`src/rtl/pkmc_refresh_timer.sv`:
```
// rtl/pkmc_refresh_timer.sv - power-up delay and auto-refresh request timer for the SDRAM command FSM
// One shared down-counter times the power-up delay, then the refresh interval; missed ticks queue in pend.
module pkmc_refresh_timer #(
  parameter int INIT_CYCLES    = 5000,
  parameter int REFRESH_CYCLES = 390,
  parameter int CNT_W          = 16,
  parameter int PEND_W         = 3,
  parameter int PEND_MAX       = 7
) (
  input  logic              clk_i,
  input  logic              rst_i,
  input  logic              ref_en_i,
  input  logic              refresh_ack_i,
  output logic              init_count_o,
  output logic              refresh_req_o,
  output logic              refresh_urgent_o,
  output logic [PEND_W-1:0] pend_count_o,
  output logic              overflow_o
);

  localparam logic [CNT_W-1:0]  INIT_LOAD = CNT_W'(INIT_CYCLES - 1);
  localparam logic [CNT_W-1:0]  REF_LOAD  = CNT_W'(REFRESH_CYCLES - 1);
  localparam logic [PEND_W-1:0] PEND_SAT  = PEND_W'(PEND_MAX);
  localparam logic [PEND_W-1:0] URG_THR   = PEND_W'(PEND_MAX / 2);

  typedef enum logic {
    PWRUP = 1'b0,
    RUN   = 1'b1
  } state_t;

  state_t            state_q, state_d;
  logic [CNT_W-1:0]  cnt_q, cnt_d;
  logic [PEND_W-1:0] pend_q, pend_d;
  logic              init_q, init_d;
  logic              req_q, req_d;
  logic              urg_q, urg_d;
  logic              ovf_q, ovf_d;
  logic              tick;
  logic              ackv;

  always_ff @(posedge clk_i or posedge rst_i) begin
    if (rst_i) begin
      state_q <= PWRUP;
      cnt_q   <= INIT_LOAD;
      pend_q  <= '0;
      init_q  <= 1'b0;
      req_q   <= 1'b0;
      urg_q   <= 1'b0;
      ovf_q   <= 1'b0;
    end else begin
      state_q <= state_d;
      cnt_q   <= cnt_d;
      pend_q  <= pend_d;
      init_q  <= init_d;
      req_q   <= req_d;
      urg_q   <= urg_d;
      ovf_q   <= ovf_d;
    end
  end

  always_comb begin
    state_d = state_q;
    cnt_d   = cnt_q;
    pend_d  = pend_q;
    init_d  = init_q;
    ovf_d   = ovf_q;
    tick    = 1'b0;
    ackv    = 1'b0;

    case (state_q)
      PWRUP: begin
        if (cnt_q == '0) begin
          init_d  = 1'b1;
          cnt_d   = REF_LOAD;
          state_d = RUN;
        end else begin
          cnt_d = cnt_q - CNT_W'(1);
        end
      end
      RUN: begin
        // Acks at pend == 0 are spurious and must not underflow the queue.
        ackv = refresh_ack_i && (pend_q != '0);
        if (!ref_en_i) begin
          cnt_d = REF_LOAD;
        end else if (cnt_q == '0) begin
          tick  = 1'b1;
          cnt_d = REF_LOAD;
        end else begin
          cnt_d = cnt_q - CNT_W'(1);
        end

        if (tick && !ackv) begin
          if (pend_q == PEND_SAT) begin
            ovf_d = 1'b1;
          end else begin
            pend_d = pend_q + PEND_W'(1);
          end
        end else if (ackv && !tick) begin
          pend_d = pend_q - PEND_W'(1);
        end
      end
      default: state_d = PWRUP;
    endcase

    // Status flags are derived from the next pend so they register alongside it.
    req_d = (pend_d != '0);
    urg_d = (pend_d >= URG_THR);
  end

  assign init_count_o     = init_q;
  assign refresh_req_o    = req_q;
  assign refresh_urgent_o = urg_q;
  assign pend_count_o     = pend_q;
  assign overflow_o       = ovf_q;

endmodule

```
`config.mk`:
```
export PLATFORM = sky130hd
export DESIGN_NAME = pkmc_refresh_timer
export DESIGN_NICKNAME = d
export VERILOG_FILES = /design/src/rtl/pkmc_refresh_timer.sv
export SDC_FILE = /design/constraint.sdc
export NUM_CORES = 1
export LEC_CHECK = 0
export CELL_PAD_IN_SITES_DETAIL_PLACEMENT = 1
export CELL_PAD_IN_SITES_GLOBAL_PLACEMENT = 1
export CORE_ASPECT_RATIO = 1.4
export CORE_MARGIN = 4
export CORE_UTILIZATION = 43
export CTS_CLUSTER_DIAMETER = 120
export DETAILED_ROUTE_END_ITERATION = 10
export PLACE_DENSITY = 0.81
export SKIP_LAST_GASP = 1
export SYNTH_ARGS = -nofsm -noshare
export SYNTH_HDL_FRONTEND = slang
export SYNTH_SLANG_ARGS = --single-unit
```
`constraint.sdc`:
```
create_clock -name clk_i -period 2.9 [get_ports clk_i]
set_clock_uncertainty 0.2 [all_clocks]
set_input_delay 0.29 -clock clk_i [delete_from_list [all_inputs] [get_ports clk_i]]
set_output_delay 0.29 -clock clk_i [all_outputs]
set_load 0.02 [all_outputs]
```
# --- Word-level counts from Yosys, hierarchy flattened ---
# Cells that the tools add are included.
word_totals:
  reg_bits: 24
  latch_bits: 0
  ram_bits: 0
  mem_bits_ro: 0
  input_bits: 4
  word_cells: 34
  mem_count: 0
op_classes:
  n_addsub: 3
  multipliers: 0
  div: 0
  order_cmp: 1
  eq_ne: 1
  n_shift: 0
  muxes: 11
  bitwise: 1
  reduce_logical: 10
ops:
  columns: ["op", "count"]
  rows:
  - ["16-bit two-way mux", 2]
  - ["16-bit case mux with 2 select lines", 1]
  - ["16-bit logical NOT", 1]
  - ["16-bit by 1-bit subtractor with 16-bit output, second input constant", 1]
  - ["3-bit two-way mux", 4]
  - ["3-bit nonzero test", 2]
  - ["1-bit two-way mux", 4]
  - ["3-bit by 1-bit adder with 3-bit output, second input constant", 1]
  - ["3-bit equality test, second input constant", 1]
  - ["3-bit by 2-bit greater-or-equal comparator with 1-bit output, second input constant", 1]
  - ["1-bit logical AND", 3]
  - ["3-bit AND reduction", 1]
  - ["3-bit by 1-bit subtractor with 3-bit output, second input constant", 1]
  - ["1-bit logical NOT", 2]
  - ["2-bit AND reduction", 1]
  - ["1-bit inverter", 1]

# --- Logic depth before layout (Yosys ltp) ---
# Gate-level depths: netlist of the first run.
depth:
  depth_word: 10
  depth_mapped: 9

# --- Worst setup path after synthesis of the first run ---
# No wires, ideal clock.
synth_timing:
  kind: "flip-flop to flip-flop"
  startpoint: "reg pend_q[1] (netlist: pend_count_o[1])"
  endpoint: "reg req_q (netlist: refresh_req_o)"
  t_arrival_ps: 1749
  t_required_ps: 2557
  setup_slack_ps: 808
  path_stages_with_launch: 9
  synth_period_minus_slack_ps: 2092
  cell_sequence: "dfrtp_1 > inv_1 > ha_1 > ha_1 > nand2b_1 > o21ba_2 > mux2i_1 > a211oi_1 > nand3_1"
synth_between:
  elab_chain_cells: 7
synth_rtl:
  columns: ["element", "line", "source"]
  rows:
  - ["from (decl)", "33", "logic [PEND_W-1:0] pend_q, pend_d;"]
  - ["from (signal assigned)", "53", "pend_q <= pend_d;"]
  - ["branches (longest 5 deep; another with 3-bit by 1-bit subtractor with 3-bit output)", null, null]
  - ["3-bit two-way mux (*)", "70", "case (state_q)"]
  - ["3-bit nonzero test (*)", "106", "req_d = (pend_d != '0);"]
  - ["named net req_d", "35", "logic req_q, req_d;"]
  - ["to (signal assigned)", "55", "req_q <= req_d;"]
  - ["to (decl)", "35", null]
# Mark *: on every way through the listed nets, which the timed path passes.
# A chain may end at the register's enable or synchronous reset.

# --- Worst setup path after layout of the first run ---
layout_timing:
  startpoint: "reg cnt_q[0]"
  endpoint: "reg req_q (netlist: refresh_req_o)"
layout_between:
  elab_chain_cells: 10
layout_rtl:
  columns: ["element", "line", "source"]
  rows:
  - ["from (decl)", "32", "logic [CNT_W-1:0] cnt_q, cnt_d;"]
  - ["from (signal assigned)", "52", "cnt_q <= cnt_d;"]
  - ["16-bit logical NOT (*)", "85", "end else if (cnt_q == '0) begin"]
  - ["1-bit two-way mux (*)", "85", null]
  - ["1-bit two-way mux (*)", "83", "if (!ref_en_i) begin"]
  - ["1-bit two-way mux (*)", "70", null]
  - ["1-bit logical NOT", "98", "end else if (ackv && !tick) begin"]
  - ["1-bit logical AND", "98", null]
  - ["3-bit two-way mux", "98", null]
  - ["3-bit two-way mux (*)", "92", "if (tick && !ackv) begin"]
  - ["3-bit two-way mux (*)", "70", null]
  - ["3-bit nonzero test (*)", "106", null]
  - ["named net req_d", "35", null]
# Mark *: on every way through the listed nets, which the timed path passes. The rest lies on a longest branch. The select of a mux whose other input is x is not followed.

==> summary.txt, run 1 <==
status -> completed
number of global-route vias before repair -> 958
initial antenna violation count -> 0
top-level I/O count -> 11
Final Power -> 0.0005229 W
Synth warnings -> 0
pin count of the biggest net entering global routing -> 25
Fillers -> 321
initial DRC count -> 25
Mapped Cells -> 121
startpoint types -> register
cell mode on critical path -> nand3_1
multi-input logic area -> 548.0 um^2
CTS tree -> done
Critical Path Max Stage Delay -> 0.40 ns
final wirelength -> 2464 um
DR pass1 iterations -> 4
critical path type -> reg2reg
Cell variety after synth -> 31
crit-path cells -> inv_1, ha_1, nor2b_1, nand3_1, nor3_1, o31ai_1, a211oi_1, nand3_1
cts repair resizes -> 0
Fmax -> 0.4418 GHz
wire per inst -> 14.41 um
Area growth, synth to finish -> 15.28%
row cnt -> 22
CP required -> 2.89 ns
leakage -> 0.5964 nW
Diodes inserted -> 0
P per Cell Area -> 376.8 mW/mm^2
Tmin final -> 2.263 ns
HP Class -> in2async
Peak VDD IR -> 0.0002178 V
Syn Nets -> 129
max_slew headroom -> 41.07%
routed via count -> 888
IO buf count -> 10
Worst Path Arrival -> 2.25 ns
clock latency on the worst-skew pair -> 0.31 ns
most frequent cells in the layout -> dfrtp_1 (17), nor2_1 (16), nand2_1 (12), inv_1 (11), clkdlybuf4s50_1 (10)
number of routed nets with antenna violations -> 0
Tot GR Track Use -> 15.40%
Initial Util -> 45.55%
share of layout cells above drive strength 1 -> 14.81%
final setup fails -> 0
Final nets -> 144
Post-CTS Setup Repair Bufs -> 0
Fin Setup TNS -> 0 ns
Slowest cell on crit path -> dfstp_2
Synth Register Bits -> 24
post-synthesis cell area -> 0.001204 mm^2
number of synthesized flops with an enable pin -> 0
post-synthesis sequential area ratio -> 50.62%
Reg clk slew, reported paths -> 0.13 ns
leading register cell type out of synthesis -> dfrtp_1
crit-path max FO -> 5
grt total ovfl -> 0
H-Tree Depth -> 1
clk root buf -> clkbuf_4
Die W -> 52.72 um
unrepaired setup endpoints after global routing -> false
Die Y-Extent -> 70.60 um
Worst-Margin Slew -> 0.8830 ns
via-per-instance ratio -> 5.193
final max-slew violation count -> 0
die footprint -> 0.003722 mm^2
first-pass GRT wire length -> 4367 um
Final HPWL DP -> 1931 um
max-cap violations -> 0
total CTS buffers -> 3
DR DRC count -> 0
sequential standard cell area -> 609.3 um^2
maximum clock path buffer count -> 2
CORE AREA -> 0.002643 mm^2
Worst setup EP type -> register
asr flop ratio synth -> 100.0%
synthesized area per cell -> 9.948 um^2
final-report hold violation count -> 0
clk sinks -> 24
# hold bufs at CTS -> 0
final period utilization -> 78.05%
Final Wtd Congestion -> 0.8196
commonest non-fill, non-tap cell in the layout -> dfrtp_1
[through the flow]
stage          setup WS (ns)  hold slack, ns  utilization (%)  cells  area, um^2
2_1_floorplan         0.8077         0.09943                -    121        1204
3_3_place_gp          0.7450          0.2454            51.14    167        1351
3_5_place_dp          0.6289          0.2556            51.14    167        1351
4_1_cts               0.6095          0.2782            52.51    171        1388
5_1_grt               0.4428          0.3000            52.51    171        1388
6_report              0.6366          0.2532            52.51    171        1388
[cell type report]
| cell class | instances | share of cell area, % |
|---|---|---|
| repair buffers | 11 | 7.755 |
| well taps | 36 | 3.246 |
| clock buffers | 4 | 2.615 |
| multi-input cells | 85 | 39.50 |
| inverters | 11 | 2.976 |
| flip-flops and latches | 24 | 43.91 |
[kinds of logic (layout without fill, tap and decap cells)]
group                    Yosys count  after routing  synth area share [%]
adder cells (fa/ha/maj)            4              4                 4.158
flip-flops                        24             24                 50.62
buffers and inverters             12             26                 3.846
AND/OR/NAND/NOR                   53             53                 22.77
multiplexers                       1              1                0.8316
XOR/XNOR                          14             14                 10.19
AO/OA/AOI/OAI                     13             13                 7.589
[cell usage after synthesis (2+ instances only)]
cell | count | area, um^2
dfrtp_1 | 17 | 425.4
nand3_1 | 6 | 30.03
xnor2_1 | 9 | 78.83
xor2_1 | 5 | 43.79
inv_1 | 11 | 41.29
nand2_1 | 12 | 45.04
a21oi_1 | 2 | 10.01
o21ba_2 | 2 | 20.02
nor2_1 | 16 | 60.06
ha_1 | 4 | 50.05
nand2b_1 | 2 | 12.51
nor3_2 | 2 | 20.02
dfstp_2 | 7 | 183.9
nor3_1 | 6 | 30.03
or3_1 | 2 | 12.51
o31ai_1 | 2 | 15.01
o21ai_0 | 2 | 10.01
[worst paths after layout]
check / start / endpoint / slack [ns] / depth (start not counted)
hold reg to reg: cnt_q[0] / cnt_q[0] / 0.28 / 1
hold / removal: rst_i / cnt_q[3] / 0.25 / 2
max in group asynchronous: rst_i / cnt_q[10] / 1.71 / 2
min in group clk_i: cnt_q[0] / cnt_q[0] / 0.28 / 1
setup reg to reg: cnt_q[0] / refresh_req_o / 0.64 / 8
setup / recovery: cnt_q[0] / refresh_req_o / 0.64 / 8
[routing by layer]
layer	share of wire, %	up-vias	global-route usage (%)
li1	-	428	-
met2	55	9	26.52
met3	1.8	4	2.316
met1	41	447	18.53
met5	0	-	0
met4	1.5	0	6.534
[critical path: cells and delay by family, from the launching register on]
family,cells,cell delay (ns)
flip-flops,1,0.40
adder cells (fa/ha/maj),1,0.19
buffers and inverters,1,0.05
AO/OA/AOI/OAI,2,0.47
AND/OR/NAND/NOR,4,0.82
[power breakdown]
part           internal, W  leakage, nW  total (W)  switching (W)
combinational   0.00000530        0.301  0.0000145     0.00000917
sequential        0.000335        0.275   0.000335              0
clock            0.0000766       0.0210   0.000173      0.0000966
total             0.000417        0.596   0.000523       0.000106
[sequential cells by signal (all words and copies together) (netlist names)]
signal,cells
pend_count_o,3
state_q,1
refresh_req_o,1
overflow_o,1
cnt_q,16
init_count_o,1
refresh_urgent_o,1
Power figures use the tool's default switching activity.
==> inputs of run 2 (changes only) <==
Clock period 2.9 ns to 2.2 ns, I/O delays scaled along.
==> run 2 against run 1 <==
Setup slack got worse by 0.60 ns. Global-route usage increased by 0.69 points. Count of clock-buffer cells in the layout unchanged. Critical path depth increased by 1. Sequential power increased by 32%. First-iteration DRC count decreased by 36%. Cell count increased by 4.1%. Critical endpoint is now refresh_urgent_o. Highest routed layer unchanged.
==> summary.txt, run 2 (same netlist as run 1, synthesis figures left out) <==
Critical path buffers and inverters -> 1 (unchanged)
initial antenna violation count -> 0 (unchanged)
Logic pwr share -> 3.5% (+0.7 points)
total CTS buffers -> 3 (unchanged)
number of flip-flops in the largest register -> 16 (unchanged)
Final HPWL DP -> 1906 um (-1.3%)
number of global-route vias before repair -> 959 (+0.10%)
top-level I/O count -> 11 (unchanged)
Tmin final -> 2.168 ns (-0.09511 ns)
H-Tree Depth -> 1 (unchanged)
number of routed nets with antenna violations -> 0 (unchanged)
clk sinks -> 24 (unchanged)
Diodes inserted -> 0 (unchanged)
Fmax -> 0.4612 GHz (+4.4%)
status -> completed
Switch Pwr -> 0.0001345 W (+27%)
Tot GR Track Use -> 16.09% (+0.69 points)
wire per inst -> 14.99 um (+4.1%)
maximum clock path buffer count -> 2 (unchanged)
max_slew headroom -> 79.26% (+38 points)
startpoint types -> register
final period utilization -> 98.56% (+21 points)
pin count of the biggest net entering global routing -> 25 (unchanged)
Final nets -> 151 (+4.9%)
Hold WS -> 0.07146 ns (-0.1817 ns)
DR pass1 iterations -> 4 (unchanged)
DR DRC count -> 0 (unchanged)
final wirelength -> 2669 um (+8.3%)
Reg with most FFs -> cnt_q
Internal Power -> 0.0005224 W (+25%)
clk root buf -> clkbuf_4
Final Wtd Congestion -> 0.7599 (-7.3%)
Reg power frac -> 67.2% (+3.1 points)
Fin Setup TNS -> 0 ns (unchanged)
commonest non-fill, non-tap cell in the layout -> dfrtp_1
Area growth, synth to finish -> 23.49%
Fillers -> 316 (-1.6%)
final max-slew violation count -> 0 (unchanged)
P per Cell Area -> 441.9 mW/mm^2 (+17%)
final-report hold violation count -> 0 (unchanged)
Die Y-Extent -> 70.60 um (unchanged)
Peak VDD IR -> 0.0002793 V (+28%)
crit-path max FO -> 3 (-2)
first-pass GRT wire length -> 4443 um (+1.7%)
final setup fails -> 0 (unchanged)
CTS tree -> done
Slowest cell on crit path -> or4_4
critical path type -> reg2reg
crit-path cells -> inv_1, ha_2, ha_1, nand2b_4, nand3_1, or4_4, o31ai_2, a211oi_2, o21ai_1
Clock power frac -> 29.3% (-3.8 points)
grt total ovfl -> 0 (unchanged)
routed via count -> 913 (+2.8%)
grt peak-use layer -> met2
Worst-Margin Slew -> 0.3087 ns (-0.5743 ns)
row cnt -> 22 (unchanged)
GRT met2 Usage -> 28.31% (+1.8 points)
met3 usage -> 2.947% (+0.63 points)
delay-heaviest family, CP -> simple AND/OR/NAND/NOR gates
Sw Share -> 20.48% (+0.25 points)
Die W -> 52.72 um (unchanged)
GRT met1 Usage -> 18.42% (-0.11 points)
die footprint -> 0.003722 mm^2 (unchanged)
Worst setup EP type -> register
leakage -> 0.6414 nW (+7.5%)
initial DRC count -> 16 (-36%)
Final Power -> 0.0006569 W (+26%)
# hold bufs at CTS -> 0 (unchanged)
most frequent cells in the layout -> dfrtp_1 (17), nor2_1 (16), nand2_1 (12), inv_1 (10), clkdlybuf4s50_1 (10)
CP required -> 2.25 ns (-0.64 ns)
Worst Path Arrival -> 2.21 ns (-0.04 ns)
HP Class -> in2async
clock latency on the worst-skew pair -> 0.31 ns (about the same)
IO buf count -> 10 (unchanged)
final instance area -> 0.001486 mm^2 (+7.1%)
Reg clk slew, reported paths -> 0.12 ns (about the same)
via-per-instance ratio -> 5.129 (-1.2%)
share of layout cells above drive strength 1 -> 24.65% (+9.8 points)
max-cap violations -> 0 (unchanged)
placed cell area -> 0.001381 mm^2 (+2.2%)
Initial Util -> 45.55% (unchanged)
Critical Path Max Stage Delay -> 0.50 ns (+0.10 ns)
CORE AREA -> 0.002643 mm^2 (unchanged)
run 2: path summary, 6_finish.rpt:
check	startpoint	endpoint	slack, ns	depth (start not counted)
max in group asynchronous	rst_i	cnt_q[7]	1.44	3
setup reg to reg	pend_count_o[1]	refresh_urgent_o	0.03	9
hold reg to reg	overflow_o	overflow_o	0.29	1
min in group clk_i	overflow_o	overflow_o	0.29	1
hold / removal	rst_i	state_q	0.07	3
setup / recovery	pend_count_o[1]	refresh_urgent_o	0.03	9
run 2: tightest hold or removal path, stage by stage:
cell             delay, ns
clkdlybuf4s50_1       0.42
inv_1                 0.06
buf_4                 0.29
run 2: metal layers:
layer  part of all wire, %  vias to the layer above  routed length (um)
li1                      -                      441                   -
met5                     0                        -                   0
met2                    58                        9                1554
met1                    38                      459                1027
met3                   1.9                        4                  51
met4                   1.3                        0                  36
run 2: timing repair:
action	CTS	global route
endpoints found under the hold margin	0	0
buffers inserted	0	3
gates resized for setup	0	12
setup endpoints to repair	0	4
run 2: layout make-up:
type / instances / area [um^2] / area share, %
Clock buffer: 4 / 26.28 / 1.768
Timing Repair Buffer: 18 / 160.2 / 10.77
Inverter: 11 / 41.29 / 2.778
Multi-Input combinational cell: 85 / 604.3 / 40.66
Tap cell: 36 / 45.04 / 3.030
Sequential cell: 24 / 609.3 / 40.99
run 2: power groups by stage:
stage	clock [W]	sequential, W	combinational [W]
2_1_floorplan	0	0.000450	0.0000104
3_3_place_gp	0	0.000450	0.0000202
3_5_place_dp	0	0.000450	0.0000212
4_1_cts	0.000202	0.000442	0.0000212
5_1_grt	0.000234	0.000442	0.0000258
6_report	0.000192	0.000442	0.0000228
run 2: through the flow:
stage                     setup WS [ns]  cells  util, %
after detailed placement        0.02646    171    52.27
after CTS                       0.02235    175    53.27
final                           0.03173    178    56.25
after global routing            -0.1350    178    56.25
after global placement          0.08355    171    52.27
after floorplan                  0.1077    121        -
